**config.mk**
```make
export PLATFORM = sky130hd
export DESIGN_NAME = lut_mac_sequencer
export DESIGN_NICKNAME = d
export VERILOG_FILES = /design/src/rtl/lut_mult_pkg.sv /design/src/rtl/lms_weight_table.sv /design/src/rtl/lut_mac_sequencer.sv
export SDC_FILE = /design/constraint.sdc
export NUM_CORES = 1
export LEC_CHECK = 0
export BUFFER_PORTS_ARGS = -buffer_cell sky130_fd_sc_hd__buf_2
export CAP_MARGIN = 20
export CORE_MARGIN = 1
export CORE_UTILIZATION = 60
export DETAILED_ROUTE_END_ITERATION = 8
export GPL_TIMING_DRIVEN = 0
export PLACE_DENSITY = 0.8
export RECOVER_POWER = 50
export SLEW_MARGIN = 5
export SYNTH_ARGS = -nofsm -noshare
export SYNTH_HDL_FRONTEND = slang
export SYNTH_SLANG_ARGS = --single-unit
```
**constraint.sdc**
```tcl
create_clock -name clk -period 5.2 [get_ports clk]
set_input_delay 0.26 -clock clk [delete_from_list [all_inputs] [get_ports clk]]
set_output_delay 0.26 -clock clk [all_outputs]
set_load 0.01 [all_outputs]
```
**src/rtl/lut_mult_pkg.sv**
```systemverilog
// lut_mult_pkg: shared widths, sequencer state type and saturating add for the LUT multiplier bank
package lut_mult_pkg;
  localparam int W_DIN     = 6;
  localparam int W_PROD    = 11;
  localparam int WCODE_MIN = -32;
  localparam int WCODE_MAX = 31;

  typedef enum logic [1:0] {IDLE, ACC, DRAIN, OUT} lms_state_t;

  // acc is sign-extended to 32 bits; the result is clamped to the signed acc_w-bit range
  function automatic logic signed [31:0] sat_add(input logic signed [31:0] acc,
                                                 input logic signed [W_PROD-1:0] prod,
                                                 input int acc_w);
    logic signed [31:0] s, hi, lo;
    s  = acc + 32'(prod);
    hi = (32'sd1 <<< (acc_w - 1)) - 32'sd1;
    lo = -hi - 32'sd1;
    return s > hi ? hi : s < lo ? lo : s;
  endfunction
endpackage

```
**src/rtl/lms_weight_table.sv**
```systemverilog
// lms_weight_table: N_TAPS x 6-bit weight register file, one write port, one async read port
// Ports: clk/rst (async high), i_we/i_waddr/i_wdata write port, i_raddr/o_rdata read port
module lms_weight_table
  import lut_mult_pkg::*;
#(
  parameter int N_TAPS = 16,
  parameter int TAP_W  = 4
) (
  input  logic              clk,
  input  logic              rst,
  input  logic              i_we,
  input  logic [TAP_W-1:0]  i_waddr,
  input  logic [W_DIN-1:0]  i_wdata,
  input  logic [TAP_W-1:0]  i_raddr,
  output logic [W_DIN-1:0]  o_rdata
);
  logic [W_DIN-1:0] r_mem [N_TAPS];

  always_ff @(posedge clk or posedge rst)
    if (rst)
      for (int k = 0; k < N_TAPS; k++) r_mem[k] <= '0;
    else if (i_we)
      r_mem[i_waddr] <= i_wdata;

  assign o_rdata = r_mem[i_raddr];
endmodule

```
**src/rtl/lut_mac_sequencer.sv**
```systemverilog
// lut_mac_sequencer: drives the shared LUT multiplier bank one tap per cycle and saturating-accumulates a dot product
// Ports: cfg_* weight-table write (IDLE only), s_* activation stream, lut_* bank operand/product,
//        m_* result stream with sticky saturation flag
module lut_mac_sequencer
  import lut_mult_pkg::*;
#(
  parameter int N_TAPS = 16,
  parameter int TAP_W  = 4,
  parameter int ACC_W  = 16
) (
  input  logic                     clk,
  input  logic                     rst,
  input  logic                     cfg_we,
  input  logic [TAP_W-1:0]         cfg_addr,
  input  logic [W_DIN-1:0]         cfg_wcode,
  output logic                     cfg_busy,
  input  logic                     s_valid,
  output logic                     s_ready,
  input  logic [W_DIN-1:0]         s_data,
  input  logic                     s_last,
  output logic [W_DIN-1:0]         lut_din,
  output logic [W_DIN-1:0]         lut_wcode,
  input  logic signed [W_PROD-1:0] lut_prod,
  output logic                     m_valid,
  input  logic                     m_ready,
  output logic signed [ACC_W-1:0]  m_data,
  output logic                     m_sat
);
  lms_state_t              r_state, w_state_nx;
  logic [TAP_W-1:0]        r_tap;
  logic signed [ACC_W-1:0] r_acc, r_m_data;
  logic                    r_sat, r_m_sat, r_pipe_v, r_s_ready;
  logic [W_DIN-1:0]        r_lut_din, r_lut_wcode, w_wcode;
  logic                    w_accept, w_last, w_ovf;
  logic signed [31:0]      w_raw, w_sum;

  lms_weight_table #(.N_TAPS(N_TAPS), .TAP_W(TAP_W)) u_wtab (
    .clk(clk), .rst(rst),
    .i_we(cfg_we && r_state == IDLE), .i_waddr(cfg_addr), .i_wdata(cfg_wcode),
    .i_raddr(r_tap), .o_rdata(w_wcode)
  );

  assign w_accept = s_valid && r_s_ready;
  assign w_last   = s_last || r_tap == TAP_W'(N_TAPS - 1);
  assign w_raw    = 32'(r_acc) + 32'(lut_prod);
  assign w_sum    = sat_add(32'(r_acc), lut_prod, ACC_W);
  assign w_ovf    = w_sum != w_raw;

  always_ff @(posedge clk or posedge rst)
    if (rst) r_state <= IDLE;
    else     r_state <= w_state_nx;

  always_comb begin
    w_state_nx = r_state;
    case (r_state)
      IDLE, ACC: w_state_nx = w_accept ? (w_last ? DRAIN : ACC) : r_state;
      DRAIN:     w_state_nx = OUT;
      OUT:       w_state_nx = m_ready ? IDLE : OUT;
      default:   w_state_nx = IDLE;
    endcase
  end

  // s_ready is registered so it reads 0 while reset is held and rises one cycle after release
  always_ff @(posedge clk or posedge rst)
    if (rst) begin
      r_s_ready   <= 1'b0;
      r_pipe_v    <= 1'b0;
      r_tap       <= '0;
      r_lut_din   <= '0;
      r_lut_wcode <= '0;
      r_acc       <= '0;
      r_sat       <= 1'b0;
      r_m_data    <= '0;
      r_m_sat     <= 1'b0;
    end else begin
      r_s_ready <= w_state_nx == IDLE || w_state_nx == ACC;
      r_pipe_v  <= w_accept;
      if (w_accept) begin
        r_lut_din   <= s_data;
        r_lut_wcode <= w_wcode;
        r_tap       <= w_last ? '0 : r_tap + TAP_W'(1);
      end
      // no add is ever pending in IDLE, so the first beat simply restarts the sum
      if (w_accept && r_state == IDLE) begin
        r_acc <= '0;
        r_sat <= 1'b0;
      end else if (r_pipe_v) begin
        r_acc <= w_sum[ACC_W-1:0];
        r_sat <= r_sat | w_ovf;
      end
      if (r_state == DRAIN) begin
        r_m_data <= w_sum[ACC_W-1:0];
        r_m_sat  <= r_sat | w_ovf;
      end
    end

  assign cfg_busy  = r_state != IDLE;
  assign s_ready   = r_s_ready;
  assign m_valid   = r_state == OUT;
  assign m_data    = r_m_data;
  assign m_sat     = r_m_sat;
  assign lut_din   = r_lut_din;
  assign lut_wcode = r_lut_wcode;
endmodule

```
==> impl_metrics.py, run 1 <==
metrics = {
    "outcome": {
        "status": "finished, violations left",
        "violations": "max-capacitance violations, max-slew violations",
    },
    "synthesis": {
        "syn-num-nets": 680,
        "synth_edf_count": 0,
        "synth-async-reset-ratio": 1.000,
        "syn_inst": 629,
        "avgSynthCellArea_um2": 11.91,
        "ys_ff_latch": 150,
        "synth_area_mm2": 0.007490,
        "ys_types": 55,
        "synthTopCellsByArea": "dfrtp_1, mux2_2, mux4_2",
        "synth_top_cell_by_area": "dfrtp_1",
        "synth_ff_type": "dfrtp_1",
        "ys_warn_count": 0,
        "yosysTopAreaCellShare": 0.5012,
        "synth-seq-area-share": 0.5012,
    },
    "power_and_ir_drop": {
        "power.net_switching_mw": 1.927,
        "p_clk_frac": 0.229,
        "switching_share": 0.3681,
        "cellPowerDensity_mw_per_mm2": 610.0,
        "leakage_nw": 3.894,
        "p_int_mw": 3.308,
        "ir_drop_mv": 0.2700,
        "seqPwrFrac": 0.355,
        "power_mw": 5.235,
        "p_comb_frac": 0.416,
    },
    "clocking": {
        "holdBufCountCts": 1,
        "numCtsBuffers": 17,
        "path_clk_slew_ns": 0.06,
        "h-tree-depth": 4,
        "clock-sinks": 150,
        "clk_latency_ns": 0.43,
        "cts_buffer_depth": 2,
        "clockRootBuffer": "clkbuf_16",
        "cts_resized": 0,
        "cts_tree": "done",
        "postCtsSetupBuffers": 0,
    },
    "min_path": {
        "hp-class": "primary input to flop",
    },
    "detailed_routing": {
        "first_pass_iters": 5,
        "wl_per_cell_um": 19.93,
        "ant_nets": 0,
        "drc": 0,
        "totalWireLength_mm": 17.76,
        "vias_per_cell": 6.120,
        "drtIter0Drc": 470,
        "vias": 5453,
    },
    "cells_and_area": {
        "fillers": 849,
        "final_nets": 764,
        "final_area_mm2": 0.008583,
        "layout_commonest_cell": "dfrtp_1",
        "drive_above_1_share": 0.2780,
        "instances_no_fill": 891,
        "mostFrequentLayoutCells": "dfrtp_1, mux2_2, nand2_1",
        "antennaDiodeCount": 0,
        "syn_to_final_growth_pct": 14.60,
    },
    "placed_design": {
        "post_dp_cell_area_mm2": 0.008043,
        "io_buffers": 62,
        "dp_hpwl_mm": 12.38,
        "dpl.cell_count": 860,
        "routabilityCongestion": 0.9397,
        "preCtsSetupSlack_ns": 2.345,
    },
    "sta": {
        "fmax_mhz": 341.4,
        "final-hold-violation-count": 0,
        "whs_ns": 0.02801,
        "finalMaxSlewViolations": 64,
        "slew-limit-headroom": -0.8726,
        "skew_ns": 0.007389,
        "fin_crit_sh": 0.5633,
        "fin_crit_ns": 2.929,
        "fin_ws_ns": 2.271,
        "rsz0062_at_grt": "false",
        "setup_violations": 0,
        "worst_pin_slew_ns": 2.794,
    },
    "critical_path": {
        "critPathArrivalTime_ns": 3.21,
        "crit_path_start": "r_acc[1]",
        "crit_path_end": "r_acc[6]",
        "crit_type": "flop to flop",
        "endpoint_kind": "flop",
        "startpoint_type": "flop",
        "r2r_start": "r_acc[1]",
        "cp.required_ns": 5.48,
        "r2r_cells": 9,
        "r2r_slack_ns": 2.27,
        "path_max_fanout": 10,
        "r2r-end": "r_acc[6]",
    },
    "floorplan": {
        "rows": 40,
        "die_h_um": 113.7,
        "die_w_um": 113.7,
        "dieArea_mm2": 0.01293,
        "start_util": 0.6184,
        "io_pins": 65,
        "core_mm2": 0.01211,
    },
    "global_route": {
        "track_usage": 0.2983,
        "grt-ovfl-total": 0,
        "antenna_found_initial": 0,
        "grt_pass1_wl_mm": 28.90,
        "grt_pass1_vias": 5748,
        "grt_start_max_net_pins": 88,
    },
    "run": {
        "drv_cap": 1,
    },
}
==> routing by layer <==
metal | vias up | part of all wire | routed length, um | track usage
li1 | 2449 | - | - | -
met1 | 2760 | 0.41 | 7354 | 0.3809
met2 | 201 | 0.50 | 8814 | 0.4919
met3 | 43 | 0.061 | 1090 | 0.06270
met4 | 0 | 0.028 | 499 | 0.1377
met5 | - | 0 | 0 | 0
==> synth_stat cells, drive strengths merged, types with 7 or more instances <==
cell type,instances
nand2,76
clkbuf,28
mux4,20
a21o,7
nor2,20
xor2,7
ha,17
inv,11
dfrtp,150
nand3,7
maj3,15
a21oi,29
o21ai,49
nor2b,10
mux2,109
==> area by class of cell <==
type	instances	area [um2]	share of cell area
Sequential cell	150	3754	0.4373
Multi-Input combinational cell	434	3557	0.4144
Clock buffer	18	439.2	0.05117
Timing Repair Buffer	65	315.3	0.03673
Tap cell	168	210.2	0.02449
Buffer	34	137.6	0.01603
Clock inverter	11	127.6	0.01487
Inverter	11	42.54	0.004956
==> flip-flops by register name, summed over array words and instances, names as in the netlist <==
register and flops:
r_pipe_v 1, r_acc 16, r_tap 4, m_data 16, u_wtab.r_mem 96, lut_din 6
r_state 2, m_sat 1, lut_wcode 6, r_sat 1, s_ready 1
==> through the flow <==
stage                     TNS [ns]  utilization
after floorplan                  0            -
after global placement      -69.62       0.6614
after detailed placement         0       0.6641
after CTS                        0       0.7117
after global routing             0       0.7087
final                            0       0.7087
==> power by group through the flow <==
| stage | clock [mW] | sequential (mW) | combinational [mW] |
|---|---|---|---|
| 2_1_floorplan | 0 | 1.85 | 1.57 |
| 3_3_place_gp | 0 | 1.83 | 2.09 |
| 3_5_place_dp | 0 | 1.86 | 2.17 |
| 4_1_cts | 1.20 | 1.85 | 2.21 |
| 5_1_grt | 1.25 | 1.91 | 2.39 |
| 6_report | 1.20 | 1.86 | 2.18 |
==> worst max-delay path: stages, from the launching register on <==
cell      delay, ns
dfrtp_1        0.41
ha_1           0.31
a211o_1        0.34
a211oi_2       0.29
nor2_1         0.20
a211oi_4       0.32
xor2_4         0.37
buf_6          0.21
maj3_1         0.23
a21oi_1        0.09
==> cell families after synthesis <==
kind of cell / count (synthesis) / synth area share
AOI/OAI and AO/OA: 119 / 0.09806
adders and majority gates: 33 / 0.05112
buffers and inverters: 45 / 0.02389
and+or+nand+nor: 141 / 0.08487
DFF: 150 / 0.5012
muxes: 131 / 0.2267
xor gates and xnor gates: 10 / 0.01420
==> how the worst min path moves through the flow <==
stage / from / depth (start not counted) / endpoint
after floorplan: s_data[0] / 2 / lut_din[0]
after global placement: s_data[5] / 3 / lut_din[5]
after detailed placement: rst / 2 / u_wtab.r_mem[26]
after CTS: s_data[5] / 3 / lut_din[5]
after global routing: s_data[5] / 3 / lut_din[5]
final: s_data[4] / 3 / lut_din[4]
Power figures use the tool's default switching activity.
==> inputs of run 2 (changes only) <==
Settings changed: CORE_UTILIZATION 60 to 54, PLACE_DENSITY 0.8 to 0.76.
Clock period 5.2 ns to 2.37 ns, I/O delays scaled along.
==> run 2 against run 1 <==
The flow finishes with violations (negative setup slack). Final cell count rose by 3.9%. Clock-buffer cell count unchanged. Sequential power is 120% higher. Total power up 150%. Critical endpoint is now r_acc[10]. Hold slack improved by 0.0075 ns. Final area increased by 6.5%.
==> impl_metrics.py, run 2 (synthesized netlist as in run 1, its figures left out) <==
metrics = {
    "global_route": {
        "grt_pass1_vias": 5884,
        "antenna_found_initial": 0,
        "grt_start_max_net_pins": 41,
        "grt_pass1_wl_mm": 30.14,
        "track_usage": 0.2778,
        "grt-ovfl-total": 0,
    },
    "floorplan": {
        "rows": 42,
        "core_mm2": 0.01340,
        "dieArea_mm2": 0.01434,
        "io_pins": 65,
        "die_h_um": 119.8,
        "die_w_um": 119.8,
        "start_util": 0.5589,
    },
    "power_and_ir_drop": {
        "power.net_switching_mw": 4.748,
        "seqPwrFrac": 0.318,
        "leakage_nw": 4.124,
        "switching_share": 0.3695,
        "p_int_mw": 8.102,
        "p_clk_frac": 0.226,
        "cellPowerDensity_mw_per_mm2": 1405,
        "ir_drop_mv": 0.5816,
        "p_comb_frac": 0.455,
    },
    "sta": {
        "fin_ws_ns": -0.3574,
        "final-hold-violation-count": 0,
        "fmax_mhz": 366.7,
        "rsz0062_at_grt": "true",
        "slew-limit-headroom": 0.4291,
        "worst_pin_slew_ns": 0.8563,
        "fin_crit_sh": 1.151,
        "setup_violations": 34,
        "finalMaxSlewViolations": 0,
        "whs_ns": 0.03552,
        "fin_crit_ns": 2.727,
        "skew_ns": 0.006788,
    },
    "detailed_routing": {
        "totalWireLength_mm": 18.92,
        "drtIter0Drc": 349,
        "ant_nets": 0,
        "wl_per_cell_um": 20.43,
        "vias_per_cell": 6.016,
        "drc": 0,
        "vias": 5571,
        "first_pass_iters": 4,
    },
    "cells_and_area": {
        "instances_no_fill": 926,
        "fillers": 934,
        "largest_reg_flops": 96,
        "drive_above_1_share": 0.3733,
        "layout_commonest_cell": "dfrtp_1",
        "syn_to_final_growth_pct": 22.08,
        "final_nets": 788,
        "antennaDiodeCount": 0,
        "regMostFlops": "u_wtab.r_mem",
        "utilization": 0.6824,
        "mostFrequentLayoutCells": "dfrtp_1, mux2_2, nand2_1",
    },
    "min_path": {
        "hp-class": "primary input to flop",
        "worstHoldStart": "s_last",
        "min_to": "r_tap[1]",
        "holdPathStages": 4,
    },
    "outcome": {
        "status": "finished, violations left",
        "violations": "negative setup slack",
    },
    "clocking": {
        "h-tree-depth": 4,
        "cts_tree": "done",
        "path_clk_slew_ns": 0.06,
        "clock-sinks": 150,
        "numCtsBuffers": 17,
        "cts_buffer_depth": 2,
        "clk_latency_ns": 0.43,
        "clockRootBuffer": "clkbuf_16",
    },
    "critical_path": {
        "r2r_cells": 9,
        "startpoint_type": "flop",
        "r2r_start": "r_acc[1]",
        "crit_type": "flop to flop",
        "cp.required_ns": 2.71,
        "endpoint_kind": "flop",
        "path_max_fanout": 5,
        "r2r_slack_ns": -0.36,
        "r2r-end": "r_acc[10]",
        "critPathArrivalTime_ns": 3.07,
    },
    "placed_design": {
        "dpl.cell_count": 871,
        "io_buffers": 62,
        "dp_hpwl_mm": 12.64,
        "preCtsSetupSlack_ns": -0.3869,
        "routabilityCongestion": 0.8779,
    },
    "run": {
        "drv_cap": 0,
    },
}
run 2: final cells by class:
type,count,area (um2),area share
timing repair buffer,89,536.8,0.05870
clock buffer,18,439.2,0.04803
buffer,34,166.4,0.01820
multi-input combinational,434,3789,0.4143
tap,176,220.2,0.02408
sequential,150,3754,0.4105
clock inverter,14,196.4,0.02148
inverter,11,42.54,0.004652
run 2: how the worst max path moves through the flow:
| stage | from | end | slack [ns] | cells past startpoint |
|---|---|---|---|---|
| 6_report | r_acc[1] | r_acc[10] | -0.36 | 9 |
| 5_1_grt | r_acc[1] | r_acc[6] | -0.40 | 9 |
| 4_1_cts | r_acc[0] | m_data[7] | -0.20 | 11 |
| 3_5_place_dp | r_tap[0] | lut_wcode[0] | -0.39 | 6 |
| 3_3_place_gp | rst | lut_din[3] | -0.41 | 2 |
| 2_1_floorplan | r_acc[1] | r_acc[5] | -0.08 | 9 |
run 2: layer usage:
metal  track usage  part of all wire  vias to the layer above  wire length [um]
met5             0                 0                        -                 0
met2        0.4382              0.49                      199              9275
li1              -                 -                     2498                 -
met3       0.07414             0.053                       44               998
met4        0.1281             0.026                        0               490
met1        0.3589              0.43                     2830              8157
run 2: power groups by stage:
stage                     Clock [mW]  Sequential [mW]  Combinational (mW)
after global routing            3.05             4.19                6.31
after global placement             0             4.01                4.60
after detailed placement           0             4.10                4.79
after floorplan                    0             4.07                3.49
final                           2.91             4.09                5.85
after CTS                       2.93             4.06                5.43
run 2: timing repair:
item	CTS	global route
setup buffers	8	5
hold endpoints to repair	25	0
pin swaps	17	24
setup endpoints to repair	51	34
hold buffers	8	0
resized for setup	46	29
cloned	3	0
run 2: stage by stage:
stage	setup TNS (ns)	power, mW	cell area (um2)
CTS	-5.802	12.43	9062
floorplan	-1.044	7.564	7516
finish	-9.937	12.85	9144
global route	-18.76	13.55	9144
global placement	-71.46	8.617	8046
detailed placement	-13.55	8.895	8127
run 2: worst max-delay path, cell delays in order, from the launching register on:
cell and delay, ns:
dfrtp_1 0.42, ha_4 0.23, a211o_1 0.34, a211oi_4 0.33, nor2_4 0.11, a211oi_4 0.34, xor2_4 0.18, buf_6 0.16
maj3_2 0.33, a21oi_1 0.20
